### src/rtl/gpout_router.sv
// Per-channel GPIO output router: synchronised source select with blanking, plus direct/registered/sticky/toggle modes.
// Optional macro GPOUT_ROUTER_CAPTURE_EN compiles in the sticky (2) and toggle (3) modes and i_clear handling.
module gpout_router #(
  parameter int NCH   = 6,
  parameter int SEL_W = 6,
  parameter int DIV_W = 4
) (
  input  logic                      clk,
  input  logic                      reset_n,
  input  logic [NCH*SEL_W-1:0]      i_sel,
  input  logic [NCH*2-1:0]          i_mode,
  input  logic [NCH-1:0]            i_primary,
  input  logic [NCH-1:0]            i_alt,
  input  logic [(1<<SEL_W)-1:0]     i_src,
  input  logic                      i_clear,
  output logic [NCH-1:0]            o_gpout,
  output logic [NCH-1:0]            o_sel_busy
);

  localparam int NSRC = 1 << SEL_W;
  localparam logic [SEL_W-1:0] CLK_IDX = SEL_W'(2);

`ifndef GPOUT_ROUTER_CAPTURE_EN
  logic unused_clear;
  assign unused_clear = i_clear;
`endif

  logic [DIV_W-1:0] div_reg;

  always_ff @(posedge clk or negedge reset_n) begin
    if (!reset_n) begin
      div_reg <= '0;
    end else begin
      div_reg <= div_reg + DIV_W'(1);
    end
  end

  genvar gi;
  generate
    for (gi = 0; gi < NCH; gi++) begin : g_ch
      logic [SEL_W-1:0] s1_reg;
      logic [SEL_W-1:0] s2_reg;
      logic [SEL_W-1:0] applied_reg;
      logic             blank_reg;
      logic             out_reg;
      logic [1:0]       mode;
      logic [NSRC-1:0]  src_vec;
      logic             src_raw;
      logic             samp;
      logic             load;
`ifdef GPOUT_ROUTER_CAPTURE_EN
      logic             prev_reg;
`endif

      assign mode = i_mode[gi*2 +: 2];

      // Low indices are channel-local sources; the rest come from the shared bus.
      always_comb begin
        src_vec    = i_src;
        src_vec[0] = i_primary[gi];
        src_vec[1] = i_alt[gi];
        src_vec[2] = clk;
        for (int j = 0; j < DIV_W; j++) begin
          src_vec[3+j] = div_reg[j];
        end
      end

      assign src_raw = src_vec[applied_reg];
      // The clock itself cannot be sampled by a register clocked on it; treat it as 0.
      assign samp    = (applied_reg != CLK_IDX) && src_raw;
      assign load    = (s1_reg == s2_reg) && (s2_reg != applied_reg);

      always_ff @(posedge clk or negedge reset_n) begin
        if (!reset_n) begin
          s1_reg      <= '0;
          s2_reg      <= '0;
          applied_reg <= '0;
          blank_reg   <= 1'b0;
          out_reg     <= 1'b0;
`ifdef GPOUT_ROUTER_CAPTURE_EN
          prev_reg    <= 1'b0;
`endif
        end else begin
          s1_reg <= i_sel[gi*SEL_W +: SEL_W];
          s2_reg <= s1_reg;
          if (load) begin
            applied_reg <= s2_reg;
            blank_reg   <= 1'b1;
            out_reg     <= 1'b0;
`ifdef GPOUT_ROUTER_CAPTURE_EN
            prev_reg    <= 1'b0;
`endif
          end else begin
            blank_reg <= 1'b0;
`ifdef GPOUT_ROUTER_CAPTURE_EN
            case (mode)
              2'd2: begin
                if (samp) begin
                  out_reg <= 1'b1;
                end else if (i_clear) begin
                  out_reg <= 1'b0;
                end
              end
              2'd3: begin
                if (i_clear) begin
                  out_reg <= 1'b0;
                end else if (samp && !prev_reg) begin
                  out_reg <= ~out_reg;
                end
              end
              default: out_reg <= samp;
            endcase
            // Edge history follows the source in every mode so a switch into toggle mode is seamless.
            prev_reg <= i_clear ? 1'b0 : samp;
`else
            out_reg <= samp;
`endif
          end
        end
      end

      assign o_gpout[gi]    = (mode == 2'd0) ? src_raw : (!blank_reg && out_reg);
      assign o_sel_busy[gi] = (s1_reg != applied_reg) || (s2_reg != applied_reg) || blank_reg;
    end
  endgenerate

endmodule

### config.mk
export PLATFORM = sky130hd
export DESIGN_NAME = gpout_router
export DESIGN_NICKNAME = d
export VERILOG_FILES = /design/src/rtl/gpout_router.sv
export SDC_FILE = /design/constraint.sdc
export NUM_CORES = 1
export LEC_CHECK = 0
export CORE_MARGIN = 5
export CORE_UTILIZATION = 20
export DETAILED_ROUTE_END_ITERATION = 6
export PLACE_DENSITY_LB_ADDON = 0.15
export RECOVER_POWER = 25
export SYNTH_ARGS = -nofsm -noshare
export SYNTH_HDL_FRONTEND = slang
export SYNTH_SLANG_ARGS = --single-unit
### constraint.sdc
create_clock -name clk -period 3.8 [get_ports clk]
set_clock_uncertainty 0.15 [all_clocks]
set_input_delay 1.14 -clock clk [delete_from_list [all_inputs] [get_ports clk]]
set_output_delay 1.14 -clock clk [all_outputs]
set_load 0.02 [all_outputs]
==> results.py <==
metrics = {
    "worst_hold_path": {
        "min_path_type": "flop to flop",
        "hp-start": "g_ch[1].s1_reg[4]",
    },
    "flow_run": {
        "cap_violations": 1,
    },
    "drt": {
        "routed_via_density": 4.568,
        "wire_per_inst_um": 21.43,
        "drc": 0,
        "num_vias": 7039,
        "ant_nets": 0,
        "drt_wl_total_um": 33030,
        "drtIter0Drc": 372,
        "dr.pass1.iters": 4,
    },
    "placed_design": {
        "place_hpwl_um": 24280,
        "port_buffers": 130,
        "dpl.cell_count": 1461,
        "place_area_um2": 11300,
        "pre_cts_ws_ns": -1.225,
        "place.gp.congestion": 0.7778,
    },
    "timing": {
        "maxSlewHeadroom": -0.1010,
        "setup_viol": 9,
        "setup-tns-final_ns": -5.895,
        "worst_pin_slew_ns": 1.652,
        "setup_ws_ns": -1.052,
        "drv_slew": 58,
        "rsz0062_at_grt": "yes",
        "hold_viol": 0,
    },
    "outcome": {
        "violations": "max-capacitance violations, max-slew violations, negative setup slack",
        "outcome": "finished, violations left",
    },
    "worst_setup_path": {
        "critPathKind": "clock port to primary output",
        "start_kind": "clock port",
        "required_ns": 2.51,
        "arrival_ns": 3.56,
        "crit_path_max_fanout": 4,
        "critPathLaunch": "clk",
        "rr_startpoint": "g_ch[3].applied_reg[1]",
        "cp-end-kind": "primary output",
    },
    "die": {
        "placementRows": 76,
        "initial_core_util": 0.2023,
        "die_width_um": 218.7,
        "coreArea_um2": 43080,
        "fp.dieArea_um2": 47850,
        "die_y_um": 218.7,
        "boundaryPins": 139,
    },
    "clock_tree": {
        "cts_tree": "done",
        "clk_latency_ns": 0.56,
        "cts_hold_buffers": 0,
        "clk_pin_slew_ns": 0.06,
    },
    "final_layout": {
        "design_area_um2": 12880,
        "antenna_cells": 0,
        "layout-drive-gt1-share": 0.3797,
        "synthToLayoutAreaGrowth_pct": 47.75,
        "final_net_count": 1064,
        "instances_no_fill": 1541,
    },
    "logic_synthesis": {
        "seq_area_frac_synth": 0.3561,
        "synthArstFlopShare": 1.000,
        "synth_top_area_share": 0.3561,
        "yosysWarnings": 0,
        "synth_area_leader_cell": "dfrtp_1",
        "synthTopCellsByArea": "dfrtp_1 36%, mux4_2 16%, mux2_2 6.6%, xnor2_1 6.3%, mux2i_1 6.3%",
        "syn-cell-area_um2": 8715,
        "synth_nets": 842,
        "ys_types": 58,
        "ys_seq_elements": 124,
        "synth-edff-count": 0,
        "syn_area_per_cell_um2": 12.21,
        "ys.flop_type": "dfrtp_1",
        "syn_inst": 714,
    },
    "power": {
        "power_density_nw_per_um2": 675.0,
        "vdd_ir_drop_max_mv": 0.3421,
        "fin_total_pwr_uw": 8692,
        "power_leakage_uw": 0.005026,
    },
    "global_route": {
        "antenna_found_initial": 1,
        "grt_overflow": 0,
        "grt_pass1_vias": 7719,
        "grt_usage": 0.1432,
        "grt_first_pass_wirelength_um": 49260,
        "grt_max_degree": 59,
    },
}
-- through the flow --
stage,hold slack [ns],utilization
after floorplan,0.2584,-
after global placement,0.2766,0.2623
after detailed placement,0.2716,0.2623
after CTS,0.2869,0.2976
after global routing,0.2986,0.2989
final,0.2830,0.2989
-- final timing paths --
check                                         endpoint  slack [ns]  depth (start not counted)
worst max register to register         g_ch[3].out_reg        1.00                         10
max in group asynchronous       g_ch[3].applied_reg[0]        1.53                          1
worst max-delay path                        o_gpout[3]       -1.05                          9
min in group asynchronous            g_ch[4].s1_reg[5]        0.83                          1
worst min register to register       g_ch[1].s2_reg[4]        0.28                          0
worst min-delay path                 g_ch[1].s2_reg[4]        0.28                          0
-- cell usage in the layout, fill, tap and decap left out, drive strengths merged, types with 13 or more instances in the layout --
cell type	count
clkbuf	40
nand2	19
inv	21
nand4	13
nor2	21
mux4	68
dfrtp	124
xor2	47
xnor2	63
clkdlybuf4s50	75
nor2b	20
mux2	51
nor4	17
dlygate4sd3	18
buf	141
mux2i	55
-- cells by family after synthesis --
logic type | synth area share
and+or+nand+nor | 0.09132
DFF | 0.3561
adders and majority gates | 0.001436
muxes | 0.3083
buffers and inverters | 0.05183
xor gates and xnor gates | 0.1106
AOI/OAI and AO/OA | 0.08055
-- power by group --
| group | leakage [uW] | switching, uW | total, uW | internal, uW |
|---|---|---|---|---|
| Sequential | 0.00150 | 402 | 1940 | 1530 |
| Combinational | 0.00279 | 1560 | 3380 | 1820 |
| Clock | 0.000739 | 1130 | 3380 | 2250 |
-- layer usage --
layer / GRT usage / share of wire
met1: 0.1871 / 0.45
met2: 0.2102 / 0.46
met3: 0.04890 / 0.063
met4: 0.07285 / 0.024
met5: 0 / 0.00039
-- area by class of cell --
type | instances | area (um^2)
fill | 4425 | 30200
multi-input combinational | 513 | 5543
sequential | 124 | 3113
timing repair buffer | 232 | 2206
clock buffer | 51 | 923.4
tap | 585 | 732.0
clock inverter | 19 | 295.3
inverter | 17 | 63.81
-- worst max-delay path: stages --
cell and delay [ns]:
clkbuf_16 0.14, clkbuf_16 0.15, mux4_2 0.46, mux2i_1 0.18, a211oi_2 0.14, a32oi_2 0.22, clkbuf_16 0.17, a31oi_4 0.06
buf_6 0.14
-- synth_stat cells, types with 6 or more instances --
cell type,instances
dfrtp_1,124
mux4_2,60
nand2b_1,6
clkbuf_1,16
nor4_1,16
clkbuf_8,6
o41ai_1,7
o21ai_0,8
a21oi_1,9
nand2_1,19
nor3b_1,7
inv_1,17
xnor2_1,63
a31oi_1,9
a2111oi_0,8
mux2_2,51
mux2i_1,55
nor2_1,21
buf_4,7
nand3_1,9
a211oi_1,9
nor2b_1,20
buf_2,23
nand4_1,13
mux4_1,8
xor2_1,47
o22ai_1,6
-- what timing repair did --
| action | in CTS | in global routing |
|---|---|---|
| setup endpoints to repair | 21 | 13 |
| setup buffers | 14 | 13 |
| pin swaps | 26 | 23 |
| gates resized for setup | 196 | 30 |
| gates cloned | 1 | 0 |
| endpoints found under the hold margin | 0 | 0 |
No activity file was read; power rests on OpenSTA's default activity.
